## src/rtl/booth8_pp_gen_pkg.sv

```systemverilog
// Shared definitions for the radix-8 Booth partial-product generator:
// FSM states, digit-select encoding and the window decoder.
package booth8_pp_gen_pkg;

    typedef enum logic [1:0] {
        ST_IDLE = 2'd0,
        ST_PREP = 2'd1,
        ST_ACC  = 2'd2,
        ST_DONE = 2'd3
    } state_e;

    typedef enum logic [2:0] {
        SEL_ZERO = 3'd0,
        SEL_M1   = 3'd1,
        SEL_M2   = 3'd2,
        SEL_M3   = 3'd3,
        SEL_M4   = 3'd4
    } sel_e;

    typedef struct packed {
        sel_e sel;
        logic neg;
    } digit_t;

    // Digit count: ceil(k/3) windows of three multiplier bits each.
    function automatic int iter_of(input int k);
        return (k + 2) / 3;
    endfunction

    // Window {y[3i+2], y[3i+1], y[3i], y[3i-1]} -> magnitude select and sign.
    function automatic digit_t decode_window(input logic [3:0] w);
        digit_t r;
        r.sel = SEL_ZERO;
        r.neg = w[3] && (w != 4'b1111);
        unique case (w)
            4'b0000, 4'b1111:                   r.sel = SEL_ZERO;
            4'b0001, 4'b0010, 4'b1101, 4'b1110: r.sel = SEL_M1;
            4'b0011, 4'b0100, 4'b1011, 4'b1100: r.sel = SEL_M2;
            4'b0101, 4'b0110, 4'b1001, 4'b1010: r.sel = SEL_M3;
            4'b0111, 4'b1000:                   r.sel = SEL_M4;
            default:                            r.sel = SEL_ZERO;
        endcase
        return r;
    endfunction

endpackage

```

## src/rtl/booth8_pp_gen_if.sv

```systemverilog
// Request/partial-product bus between the Booth sequencer and its user/adder_net.
interface booth8_pp_gen_if #(
    parameter int k = 4
);
    logic                go;
    logic signed [k-1:0] multiplicand;
    logic signed [k-1:0] multiplier;
    logic                busy;
    logic                start;
    logic signed [k+2:0] srcA;
    logic                done;

    modport master (
        output go, multiplicand, multiplier,
        input  busy, start, srcA, done
    );

    modport slave (
        input  go, multiplicand, multiplier,
        output busy, start, srcA, done
    );
endinterface

```

## src/rtl/booth8_digit_sel.sv

```systemverilog
// Combinational radix-8 digit selector: maps one 4-bit Booth window to d*M,
// sign-extended to k+3 bits. Stateless so an array variant can replicate it.
module booth8_digit_sel
    import booth8_pp_gen_pkg::*;
#(
    parameter int k = 4
) (
    input  logic        [3:0] w,
    input  logic signed [k-1:0] m,
    input  logic signed [k+2:0] m3,
    output logic signed [k+2:0] pp
);
    digit_t              dig;
    logic signed [k+2:0] m_x;
    logic signed [k+2:0] mag;

    always_comb begin
        dig = decode_window(w);
        m_x = {{3{m[k-1]}}, m};
        unique case (dig.sel)
            SEL_M1:  mag = m_x;
            SEL_M2:  mag = m_x <<< 1;
            SEL_M3:  mag = m3;
            SEL_M4:  mag = m_x <<< 2;
            default: mag = '0;
        endcase
        // +32 for M=-8 still fits: k+3 bits keeps one guard bit above 4M.
        pp = dig.neg ? -mag : mag;
    end
endmodule

```

## src/rtl/booth8_pp_gen.sv

```systemverilog
// Radix-8 Booth recoder/sequencer: latches operands, precomputes 3M and streams
// one signed partial product per cycle to adder_net, framed by start/done.
module booth8_pp_gen
    import booth8_pp_gen_pkg::*;
#(
    parameter int k = 4
) (
    input logic            clk,
    input logic            rst,
    booth8_pp_gen_if.slave bus
);
    localparam int ITER = iter_of(k);
    localparam int YS   = 3 * ITER;
    localparam int YW   = YS + 1;
    localparam int CW   = (ITER > 1) ? $clog2(ITER) : 1;

    state_e              state_q, state_d;
    logic signed [k-1:0] m_q, m_d;
    logic signed [k+2:0] m3_q, m3_d;
    logic [YW-1:0]       y_q, y_d;
    logic [CW-1:0]       cnt_q, cnt_d;
    logic                busy_q, busy_d;
    logic                start_q, start_d;
    logic                done_q, done_d;

    logic signed [k+2:0] m_x;
    logic signed [k+2:0] pp;

    booth8_digit_sel #(.k(k)) u_digit_sel (
        .w  (y_q[3:0]),
        .m  (m_q),
        .m3 (m3_q),
        .pp (pp)
    );

    always_comb begin
        // NOTE: every signal gets a default here so no path leaves it unassigned (no latches).
        state_d = state_q;
        m_d     = m_q;
        m3_d    = m3_q;
        y_d     = y_q;
        cnt_d   = cnt_q;
        busy_d  = busy_q;
        start_d = 1'b0;
        done_d  = 1'b0;
        m_x     = {{3{m_q[k-1]}}, m_q};

        unique case (state_q)
            ST_IDLE: begin
                if (bus.go) begin
                    m_d     = bus.multiplicand;
                    y_d     = {YS'(bus.multiplier), 1'b0};
                    state_d = ST_PREP;
                    busy_d  = 1'b1;
                    start_d = 1'b1;
                end
            end
            ST_PREP: begin
                m3_d    = m_x + (m_x <<< 1);
                cnt_d   = '0;
                state_d = ST_ACC;
            end
            ST_ACC: begin
                y_d   = {{3{y_q[YW-1]}}, y_q[YW-1:3]};
                cnt_d = cnt_q + CW'(1);
                if (cnt_q == CW'(ITER - 1)) begin
                    state_d = ST_DONE;
                    done_d  = 1'b1;
                end
            end
            ST_DONE: begin
                state_d = ST_IDLE;
                busy_d  = 1'b0;
            end
            default: state_d = ST_IDLE;
        endcase
    end

    // NOTE: sequential state uses non-blocking assignments only; reset is synchronous,
    // and the small operand registers are cleared too so an aborted op leaves no residue.
    always_ff @(posedge clk) begin
        if (rst) begin
            state_q <= ST_IDLE;
            m_q     <= '0;
            m3_q    <= '0;
            y_q     <= '0;
            cnt_q   <= '0;
            busy_q  <= 1'b0;
            start_q <= 1'b0;
            done_q  <= 1'b0;
        end else begin
            state_q <= state_d;
            m_q     <= m_d;
            m3_q    <= m3_d;
            y_q     <= y_d;
            cnt_q   <= cnt_d;
            busy_q  <= busy_d;
            start_q <= start_d;
            done_q  <= done_d;
        end
    end

    // srcA depends on registered state only; zero outside the accumulate window.
    assign bus.srcA  = (state_q == ST_ACC) ? pp : '0;
    assign bus.busy  = busy_q;
    assign bus.start = start_q;
    assign bus.done  = done_q;
endmodule

```

## src/flat_wrapper.sv

```systemverilog
// flat-port wrapper written by rule: the top's interface ports become plain ports
module booth8_pp_gen_flat import booth8_pp_gen_pkg::*;
#(
    parameter int k = 4
)
  (clk, rst, bus_go, bus_multiplicand, bus_multiplier, bus_busy, bus_start, bus_srcA, bus_done);
  booth8_pp_gen_if #(.k(k)) bus_i ();
  input logic clk;
  input logic rst;
  input wire logic [$bits(bus_i.go)-1:0] bus_go;
  input wire logic [$bits(bus_i.multiplicand)-1:0] bus_multiplicand;
  input wire logic [$bits(bus_i.multiplier)-1:0] bus_multiplier;
  output wire logic [$bits(bus_i.busy)-1:0] bus_busy;
  output wire logic [$bits(bus_i.start)-1:0] bus_start;
  output wire logic [$bits(bus_i.srcA)-1:0] bus_srcA;
  output wire logic [$bits(bus_i.done)-1:0] bus_done;
  assign bus_i.go = bus_go;
  assign bus_i.multiplicand = bus_multiplicand;
  assign bus_i.multiplier = bus_multiplier;
  assign bus_busy = bus_i.busy;
  assign bus_start = bus_i.start;
  assign bus_srcA = bus_i.srcA;
  assign bus_done = bus_i.done;
  booth8_pp_gen #(.k(k)) u_core (.clk(clk), .rst(rst), .bus(bus_i));
endmodule
```

## config.mk

```make
export PLATFORM = sky130hd
export DESIGN_NAME = booth8_pp_gen_flat
export DESIGN_NICKNAME = d
export VERILOG_FILES = /design/src/rtl/booth8_pp_gen_pkg.sv /design/src/rtl/booth8_pp_gen_if.sv /design/src/rtl/booth8_digit_sel.sv /design/src/rtl/booth8_pp_gen.sv /design/src/flat_wrapper.sv
export SDC_FILE = /design/constraint.sdc
export NUM_CORES = 1
export LEC_CHECK = 0
export CORE_MARGIN = 8
export CORE_UTILIZATION = 55
export CTS_CLUSTER_DIAMETER = 50
export DETAILED_ROUTE_END_ITERATION = 7
export HOLD_SLACK_MARGIN = 0.12
export PLACE_DENSITY = 0.79
export SLEW_MARGIN = 20
export SYNTH_ARGS = -nofsm -noshare
export SYNTH_HDL_FRONTEND = slang
export SYNTH_HIERARCHICAL = 1
export SYNTH_SLANG_ARGS = --single-unit
export TNS_END_PERCENT = 50
```

## constraint.sdc

```tcl
create_clock -name clk -period 3.44 [get_ports clk]
set_input_delay 0.688 -clock clk [delete_from_list [all_inputs] [get_ports clk]]
set_output_delay 0.688 -clock clk [all_outputs]
set_load 0.01 [all_outputs]
```

==> impl_metrics.yaml <==
layout:
  antenna_cells: 0
  syn_to_final_growth_pct: 29.7
  nets: 273
  multi_input_area_um2: 1270
  seqCellArea_um2: 448
  final_layout_size_suffix_gt1_share_pct: 28.9
  fillers: 222
power_and_ir_drop:
  power_mw: 1.53
  p_leak_nw: 0.940
  peakVddDrop_v: 0.000444
  p_per_area_nw_per_um2: 688
clock_network:
  cts_buffers: 3
  insertion_delay_ns: 0.30
  clockRootBuffer: "clkbuf_4"
  postCtsHoldBufs: 0
  cts_tree: "done"
  htreeDepth: 1
  cts.clk_slew.worst_paths_ns: 0.11
  ctsLongestPathBuffers: 2
  clock_sinks: 22
die:
  dieArea_um2: 5150
  die_h_um: 71.7
  ioPinCount: 21
  rows: 20
  start_util_pct: 56.9
  die_w_um: 71.7
  core_um2: 3000
grt:
  grt_max_degree: 23
  grt.total_usage_pct: 17.7
  grt_pass1_vias: 1722
  grt-ovfl-total: 0
  grt_pass1_wl_um: 7530
  grt_antenna_before_repair: 0
timing:
  skew_ns: 0.0102
  slew_violations: 0
  worst_slack_ns: -0.0272
  setup_viol: 1
  fin_tns_setup_ns: -0.0272
  tightest_slew_ns: 0.854
  min_period_over_period_pct: 101
  period_needed_ns: 3.47
  hold_viol: 0
  rsz0062_at_grt: "yes"
  slew_headroom_pct: 42.9
  fmax_mhz: 288
job:
  drv_cap: 0
synth:
  synth_most_common_cell: "nor2_1"
  synth_cells: 206
  synth.cell_area_um2: 1710
  ys_warn_count: 6
  synth_mux_area_share_pct: 6.81
  synth_flop_cell: "dfxtp_1"
  synth_edf_count: 0
  yosys.area.top_type_share_pct: 25.8
  synth-compound-area-share_pct: 23.2
  synthSimpleGateAreaFrac_pct: 24.7
  synthAdderAreaFrac_pct: 10.7
  synth_area_leader_cell: "dfxtp_1"
  synth_common_cells: "nor2_1, dfxtp_1, a21oi_1"
  syn_nets: 231
  synth_xor_area_share_pct: 2.56
  synthArstFlopShare_pct: 0
  yosysUniqueCellTypes: 54
  synth-seq-cells: 22
  syn_area_per_cell_um2: 8.30
  synth_top_family_by_area: "simple AND/OR/NAND/NOR gates"
  ys_seq_area_share_pct: 25.8
  synth_area_leaders: "dfxtp_1, ha_1, mux2i_1"
critical_path:
  startpoint_type: "register"
  crit_fanout: 16
  cp.arrival_ns: 2.78
  required_ns: 2.75
  cp-end-kind: "output pin"
  crit_type: "reg2out"
placed_design:
  numPortBuffers: 20
  dp_hpwl_um: 3270
  gp_congestion: 0.914
  dp_slack_ns: -0.336
hold_path:
  hold_class: "reg2reg"
detailed_routing:
  num_vias: 1705
  viasPerCell: 6.11
  routed_wl_um: 4650
  first_iter_violations: 106
  drc: 0
  detail-route-antenna-nets: 0
  first_pass_iters: 4
  post_drt_wl_per_cell_um: 16.7
outcome:
  status: "finished, violations left"
  violations: "setup timing"
==> power breakdown <==
part | total (mW) | switching (mW) | internal [mW] | leakage [nW]
Sequential | 0.413 | 0.0862 | 0.327 | 0.182
Clock | 0.111 | 0.0700 | 0.0408 | 0.0138
Combinational | 1.00 | 0.519 | 0.482 | 0.745
==> path summary, 6_finish.rpt <==
| path | to | slack, ns | start | cells past startpoint |
|---|---|---|---|---|
| min reg2reg | u_core/bus.done | 0.47 | u_core/cnt_q | 2 |
| min | u_core/bus.done | 0.47 | u_core/cnt_q | 2 |
| max | bus_srcA[5] | -0.03 | u_core/y_q[0] | 10 |
| max reg2reg | u_core/y_q[1] | 1.58 | u_core/state_q[0] | 5 |
==> per-layer routing <==
metal	part of all wire (%)	vias to the layer above	GRT usage [%]
met4	3.4	0	9.07
met3	6.3	22	4.04
met1	40	788	18.6
li1	-	815	-
met2	50	80	32.0
met5	0	-	0
==> worst max-delay path, stage by stage, from the launching register on <==
cell and delay, ns:
dfxtp_4 0.40, inv_4 0.05, ha_4 0.26, buf_6 0.15
and2b_1 0.24, a21o_1 0.17, a221o_1 0.37, o41ai_2 0.28
xor2_1 0.19, and2_1 0.15, clkdlybuf4s15_2 0.22
==> timing repair <==
item | in CTS | in global routing
buffers inserted | 2 | 5
endpoints found under the setup margin | 6 | 6
resized for setup | 30 | 21
pin swaps | 4 | 8
==> flip-flops by register name, indices dropped and copies added (netlist names) <==
signal / cells
u_core/m3_q: 6
u_core/bus.start: 1
u_core/y_q: 6
u_core/bus.done: 1
u_core/m_q: 4
u_core/state_q: 2
u_core/bus.busy: 1
u_core/cnt_q: 1
==> logic make-up after synthesis <==
| logic type | after synthesis |
|---|---|
| fa+ha+maj | 14 |
| buf+inv | 21 |
| mux | 11 |
| simple gates | 80 |
| xor+xnor | 5 |
| compound gates | 53 |
| flops | 22 |
==> cell usage in the layout, fill, tap and decap left out, types with 2 or more instances in the layout <==
cell	count
dfxtp_1	20
a211oi_2	4
inv_1	9
a21oi_1	14
nand2b_1	2
nor3b_2	2
xnor2_1	3
nor3_1	3
nand2_1	12
dfxtp_4	2
ha_4	3
clkbuf_4	3
inv_4	2
xor2_1	2
a21oi_2	2
nor3_2	2
a211oi_1	2
and2_1	8
ha_1	9
o211ai_1	2
nand3_1	9
mux2i_1	9
clkdlybuf4s50_1	14
nor2_1	23
clkbuf_2	3
o21ai_0	5
nor2b_1	5
a21o_1	3
buf_4	26
==> final cells by class <==
type	instances	share of cell area, %
multi-input combinational	163	57.4
sequential	22	20.2
timing repair buffer	47	17.4
inverter	11	2.09
tap	33	1.86
clock buffer	3	1.02
==> stage by stage <==
step / hold slack (ns) / std cells / instance area [µm²] / util [%]
4_1_cts: 0.477 / 274 / 2130 / 70.8
3_5_place_dp: 0.460 / 269 / 2040 / 67.8
2_1_floorplan: 0.430 / 206 / 1710 / -
3_3_place_gp: 0.444 / 269 / 2040 / 67.8
5_1_grt: 0.511 / 279 / 2220 / 73.8
6_report: 0.471 / 279 / 2220 / 73.8
Power figures use the tool's default switching activity.
